[src/rtl/router_pkg.sv]
// router_pkg: shared defaults and header-field helpers for the router data-path register.
// Field layout of a header byte: {length[DATA_W-1:ADDR_W], address[ADDR_W-1:0]}.
package router_pkg;

   localparam int DATA_W_DEF = 8;
   localparam int ADDR_W_DEF = 2;
   localparam int LEN_W      = DATA_W_DEF - ADDR_W_DEF;

   // Helpers work on a fixed wide container so any parameterisation up to this width can use them;
   // callers zero-extend the header in and cast the result down to the field width.
   localparam int HDR_MAX_W  = 32;

   function automatic logic [HDR_MAX_W-1:0] hdr_addr(input logic [HDR_MAX_W-1:0] hdr,
                                                     input int                   addr_w);
      return hdr & ((HDR_MAX_W'(1) << addr_w) - HDR_MAX_W'(1));
   endfunction

   function automatic logic [HDR_MAX_W-1:0] hdr_len(input logic [HDR_MAX_W-1:0] hdr,
                                                    input int                   addr_w,
                                                    input int                   data_w);
      return (hdr & ((HDR_MAX_W'(1) << data_w) - HDR_MAX_W'(1))) >> addr_w;
   endfunction

endpackage

[src/rtl/router_parity_acc.sv]
// router_parity_acc: running parity, parity-byte capture, parity error and the optional
// payload-length check. ROUTER_REG_LEN_CHECK_EN enables the payload counter and len_err;
// without it len_err is a constant 0.
module router_parity_acc
   import router_pkg::*;
#(
   parameter int DATA_W = DATA_W_DEF,
   parameter int ADDR_W = ADDR_W_DEF
) (
   input  logic              clock,
   input  logic              resetn,
   input  logic              pkt_valid,
   input  logic              fifo_full,
   input  logic              low_pkt_valid,
   input  logic              detect_add,
   input  logic              lfd_state,
   input  logic              ld_state,
   input  logic              laf_state,
   input  logic              full_state,
   input  logic [DATA_W-1:0] data_in,
   input  logic [DATA_W-1:0] hdr_reg,
   output logic              parity_done,
   output logic              err,
   output logic              len_err
);

   localparam int LEN_BITS = DATA_W - ADDR_W;

   logic [DATA_W-1:0] int_par;
   logic [DATA_W-1:0] pkt_par;
   logic              pay_upd;
   logic              cap;

   // A payload byte counts once, on the load cycle it is accepted from the source.
   assign pay_upd = ld_state && pkt_valid && !full_state;

   // Parity byte arrives either directly in load, or after a full stall via load-after-full.
   assign cap = (ld_state && !fifo_full && !pkt_valid) ||
                (laf_state && low_pkt_valid && !parity_done);

   // Running XOR of header and accepted payload bytes.
   always_ff @(posedge clock or negedge resetn) begin
      if (!resetn) begin
         int_par <= '0;
      end else if (detect_add) begin
         int_par <= '0;
      end else if (lfd_state) begin
         int_par <= int_par ^ hdr_reg;
      end else if (pay_upd) begin
         int_par <= int_par ^ data_in;
      end
   end

   // Parity-byte capture and registered comparison, evaluated one edge after capture.
   always_ff @(posedge clock or negedge resetn) begin
      if (!resetn) begin
         pkt_par     <= '0;
         parity_done <= 1'b0;
         err         <= 1'b0;
      end else if (detect_add) begin
         parity_done <= 1'b0;
         err         <= 1'b0;
      end else begin
         if (cap) begin
            pkt_par     <= data_in;
            parity_done <= 1'b1;
         end
         if (parity_done) begin
            err <= (int_par != pkt_par);
         end
      end
   end

`ifdef ROUTER_REG_LEN_CHECK_EN
   logic [LEN_BITS:0] pay_cnt;
   logic [LEN_BITS:0] hdr_len_ext;

   assign hdr_len_ext = {1'b0, LEN_BITS'(hdr_len(HDR_MAX_W'(hdr_reg), ADDR_W, DATA_W))};

   // Saturating payload byte counter; one extra bit so an overlong packet cannot alias a legal length.
   always_ff @(posedge clock or negedge resetn) begin
      if (!resetn) begin
         pay_cnt <= '0;
      end else if (detect_add) begin
         pay_cnt <= '0;
      end else if (pay_upd && (pay_cnt != {(LEN_BITS+1){1'b1}})) begin
         pay_cnt <= pay_cnt + 1'b1;
      end
   end

   // Length comparison shares the timing of the parity comparison.
   always_ff @(posedge clock or negedge resetn) begin
      if (!resetn) begin
         len_err <= 1'b0;
      end else if (detect_add) begin
         len_err <= 1'b0;
      end else if (parity_done) begin
         len_err <= (pay_cnt != hdr_len_ext);
      end
   end
`else
   assign len_err = 1'b0;
`endif

endmodule

[src/rtl/router_reg_p.sv]
// router_reg_p: router 1x3 data-path register. Latches the header, steers header/payload/held
// bytes onto dout, tracks the falling edge of pkt_valid, and delegates parity and length
// checking to router_parity_acc. Optional feature macro: ROUTER_REG_LEN_CHECK_EN.
module router_reg_p
   import router_pkg::*;
#(
   parameter int DATA_W = DATA_W_DEF,
   parameter int ADDR_W = ADDR_W_DEF
) (
   input  logic              clock,
   input  logic              resetn,
   input  logic              pkt_valid,
   input  logic [DATA_W-1:0] data_in,
   input  logic              fifo_full,
   input  logic              rst_int_reg,
   input  logic              detect_add,
   input  logic              lfd_state,
   input  logic              ld_state,
   input  logic              laf_state,
   input  logic              full_state,
   output logic              parity_done,
   output logic              low_pkt_valid,
   output logic              err,
   output logic              len_err,
   output logic [ADDR_W-1:0] dest_addr,
   output logic [DATA_W-1:0] dout
);

   logic [DATA_W-1:0] hdr_reg;
   logic [DATA_W-1:0] hold_reg;

   // Header and its address field are captured together when the FSM sees a new packet.
   always_ff @(posedge clock or negedge resetn) begin
      if (!resetn) begin
         hdr_reg   <= '0;
         dest_addr <= '0;
      end else if (detect_add && pkt_valid) begin
         hdr_reg   <= data_in;
         dest_addr <= ADDR_W'(hdr_addr(HDR_MAX_W'(data_in), ADDR_W));
      end
   end

   // Output steering; a byte arriving while the FIFO is full is parked for replay in load-after-full.
   always_ff @(posedge clock or negedge resetn) begin
      if (!resetn) begin
         dout     <= '0;
         hold_reg <= '0;
      end else if (lfd_state) begin
         dout <= hdr_reg;
      end else if (ld_state && !fifo_full) begin
         dout <= data_in;
      end else if (ld_state && fifo_full) begin
         hold_reg <= data_in;
      end else if (laf_state) begin
         dout <= hold_reg;
      end
   end

   // Sticky flag for pkt_valid dropping during load; clear wins over a same-cycle set.
   always_ff @(posedge clock or negedge resetn) begin
      if (!resetn) begin
         low_pkt_valid <= 1'b0;
      end else if (rst_int_reg) begin
         low_pkt_valid <= 1'b0;
      end else if (ld_state && !pkt_valid) begin
         low_pkt_valid <= 1'b1;
      end
   end

   router_parity_acc #(
      .DATA_W (DATA_W),
      .ADDR_W (ADDR_W)
   ) u_parity_acc (
      .clock         (clock),
      .resetn        (resetn),
      .pkt_valid     (pkt_valid),
      .fifo_full     (fifo_full),
      .low_pkt_valid (low_pkt_valid),
      .detect_add    (detect_add),
      .lfd_state     (lfd_state),
      .ld_state      (ld_state),
      .laf_state     (laf_state),
      .full_state    (full_state),
      .data_in       (data_in),
      .hdr_reg       (hdr_reg),
      .parity_done   (parity_done),
      .err           (err),
      .len_err       (len_err)
   );

endmodule

[config.mk]
export PLATFORM = sky130hd
export DESIGN_NAME = router_reg_p
export DESIGN_NICKNAME = d
export VERILOG_FILES = /design/src/rtl/router_pkg.sv /design/src/rtl/router_parity_acc.sv /design/src/rtl/router_reg_p.sv
export SDC_FILE = /design/constraint.sdc
export NUM_CORES = 1
export LEC_CHECK = 0
export BUFFER_PORTS_ARGS = -buffer_cell sky130_fd_sc_hd__buf_2
export CAP_MARGIN = 10
export CORE_MARGIN = 3
export CORE_UTILIZATION = 25
export CTS_BUF_LIST = sky130_fd_sc_hd__clkbuf_4 sky130_fd_sc_hd__clkbuf_8
export CTS_CLUSTER_DIAMETER = 120
export DETAILED_ROUTE_END_ITERATION = 6
export PLACE_DENSITY = 0.41
export SETUP_SLACK_MARGIN = 0.5
export SLEW_MARGIN = 20
export SYNTH_ARGS = -nofsm -noshare
export SYNTH_HDL_FRONTEND = slang
export SYNTH_SLANG_ARGS = --single-unit
[constraint.sdc]
create_clock -name clock -period 1.5 [get_ports clock]
set_clock_uncertainty 0.15 [all_clocks]
set_input_delay 0 -clock clock [delete_from_list [all_inputs] [get_ports clock]]
set_output_delay 0 -clock clock [all_outputs]
set_load 0.1 [all_outputs]
==> impl_metrics.ini <==
[drt]
ant_nets = 0
drt_iter0_drc = 31
wl_um = 5210
drc = 0
post_drt_wl_per_cell_um = 15.6
first_pass_iters = 4
via_per_inst = 4.46
vias = 1491

[cells_and_area]
fin_cells = 334
area_growth_pct = 49.7
nets = 250
fin_util_pct = 39.4
postLayoutCellArea_um2 = 3120
drive_above_1_share_pct = 50.9
final_common_cell = dfrtp_1
final_cell_mix = 30 x dfrtp_1, 19 x mux2_4, 16 x buf_2, 16 x buf_12, 13 x xnor2_1
diodes = 0

[clock_tree]
root_buffer = clkbuf_8
htree_levels = 2
clk_pin_slew_ns = 0.09
cts_buffers = 5
cts_sinks = 43
ctsHoldBuffers = 13
clock_latency_ns = 0.30
cts_tree = yes
max-clock-path-buffers = 2

[setup_path]
critPathMaxStageDelay_ns = 0.50
cp_top_family = flip-flops
cp-end-kind = flip-flop
cp-start-kind = flip-flop
cp_data_required_time_ns = 1.53
crit_start = u_parity_acc.parity_done
worstPathMaxFanout = 7
crit_chain = inv_4, a32oi_4, nor2_4, buf_12, mux2_4
slowest_stage = dfrtp_4
r2r_end = u_parity_acc.pkt_par[2]
cp_num_cells = 5
reg2regPathDepth = 5
critPathBufInv = 2
r2r_start = u_parity_acc.parity_done
critical_path_class = flip-flop to flip-flop
cp-endpoint = u_parity_acc.pkt_par[2]
worstPathArrival_ns = 1.54
r2r_setup_slack_ns = -0.01

[logic_synthesis]
netlist_top_cells_area = dfrtp_1 52%, mux2_2 16%, mux2i_1 6.2%
ys_seq_area_share_pct = 51.6
synth_seq_cells = 43
avgSynthCellArea_um2 = 12.3
syn-cell-area_um2 = 2090
yosys_warnings = 0
synth_nets = 187
synth_top_area_share_pct = 51.6
netlist_instances = 169
yosysUniqueCellTypes = 30
synth_top_area_cell = dfrtp_1

[sta]
hold_slack_ns = -0.0784
finalWorstPathRequiredPeriod_ns = 1.51
fin_ws_ns = -0.0147
fin_crit_sh_pct = 101
finalMaxSlewViolations = 0
final_hold_viol_count = 11
worst_pin_slew_ns = 0.637
rsz0062_at_grt = true
fmax_ghz = 0.660
final.setup.tns_ns = -0.0596
setup_violations = 7
relSlewSlack_pct = 57.4

[power]
leakage_nw = 1.38
ir_worst_vdd_mv = 0.403
switching_share_pct = 34.9
p_per_area_nw_per_um2 = 1210
combPwrFrac_pct = 38.4
seqPwrFrac_pct = 41.5
p_clk_share_pct = 20.1
p_switching_mw = 1.32
p_int_mw = 2.46

[place]
place_congestion = 0.695
dpl.hpwl_um = 3450
placed_area_um2 = 2440
portBuffers = 30
dp.cells = 302

[die]
initial_core_util_pct = 26.3
die_h_um = 97.3
core_area_um2 = 7930
boundaryPins = 32
die-area_um2 = 9480
die_x_um = 97.3
rows = 32

[grt]
grt.total_usage_pct = 11.5
grt_start_max_net_pins = 20
grt_pass1_vias = 1568
grt_antenna_before_repair = 0
grt_pass1_wl_um = 8620
overflow = 0

[run_status]
outcome = finished, violations left
violations = hold timing, setup timing

[min_path]
worstHoldPathType = input pin to flip-flop

[job]
max-cap-violations = 0
-- layout make-up --
| type | count | area (um2) |
|---|---|---|
| Clock buffer | 6 | 82.6 |
| Clock inverter | 1 | 5.00 |
| Fill cell | 787 | 4810 |
| Inverter | 2 | 10.0 |
| Multi-Input combinational cell | 116 | 1070 |
| Sequential cell | 43 | 1120 |
| Tap cell | 102 | 128 |
| Timing Repair Buffer | 64 | 706 |
-- timing repair --
item | 4_1_cts | 5_1_grt
endpoints found under the setup margin | 39 | 47
buffers inserted | 11 | 1
gates resized for setup | 86 | 6
pin swaps | 10 | 3
hold endpoints to repair | 78 | 11
-- synthesized netlist by cell type (all sizes together) --
cell    instances
dfrtp          43
mux2           30
mux2i          13
xnor2          13
a21oi          12
nor2           12
nand2           8
buf             7
o21ai           6
nand3b          5
xor2            3
a221o           2
inv             2
nand2b          2
nor2b           2
a22oi           1
a31oi           1
a32oi           1
clkbuf          1
conb            1
nand4           1
nor3            1
nor4            1
o21bai          1
-- logic make-up after synthesis --
| logic type | Yosys count | synth area share (%) |
|---|---|---|
| multiplexers | 43 | 22.4 |
| flip-flops | 43 | 51.6 |
| AND/OR/NAND/NOR | 32 | 9.06 |
| AO/OA/AOI/OAI | 24 | 7.08 |
| XOR/XNOR | 16 | 6.72 |
| buffers and inverters | 10 | 2.94 |
| other | 1 | 0.180 |
-- per-stage QoR --
stage | power (mW) | setup WS, ns
finish | 3.78 | -0.0147
global route | 3.98 | -0.0519
CTS | 3.82 | -0.00595
detailed placement | 2.64 | -0.0501
global placement | 2.63 | -0.0419
floorplan | 2.40 | -0.167
-- worst min-delay path by stage --
stage / start / endpoint / depth (start not counted)
final: detect_add / u_parity_acc.int_par[1] / 2
after floorplan: resetn / dest_addr[0] / 0
after CTS: detect_add / u_parity_acc.int_par[1] / 2
after detailed placement: resetn / dout[3] / 1
after global placement: resetn / hold_reg[3] / 1
after global routing: detect_add / u_parity_acc.int_par[1] / 2
-- layer usage --
metal / GRT usage (%) / part of all wire [%] / vias up
met4: 3.51 / 1.2 / 0
met2: 18.1 / 48 / 31
li1: - / - / 714
met5: 0 / 0 / -
met1: 16.0 / 47 / 739
met3: 2.37 / 4.0 / 7
-- power groups by stage --
| stage | logic, mW | clock network, mW | registers (mW) |
|---|---|---|---|
| after floorplan | 0.524 | 0 | 1.88 |
| after global placement | 1.07 | 0 | 1.56 |
| after detailed placement | 1.08 | 0 | 1.56 |
| after CTS | 1.46 | 0.796 | 1.57 |
| after global routing | 1.53 | 0.853 | 1.60 |
| final | 1.45 | 0.758 | 1.57 |
Note: power is estimated with default switching activity, not from simulation.
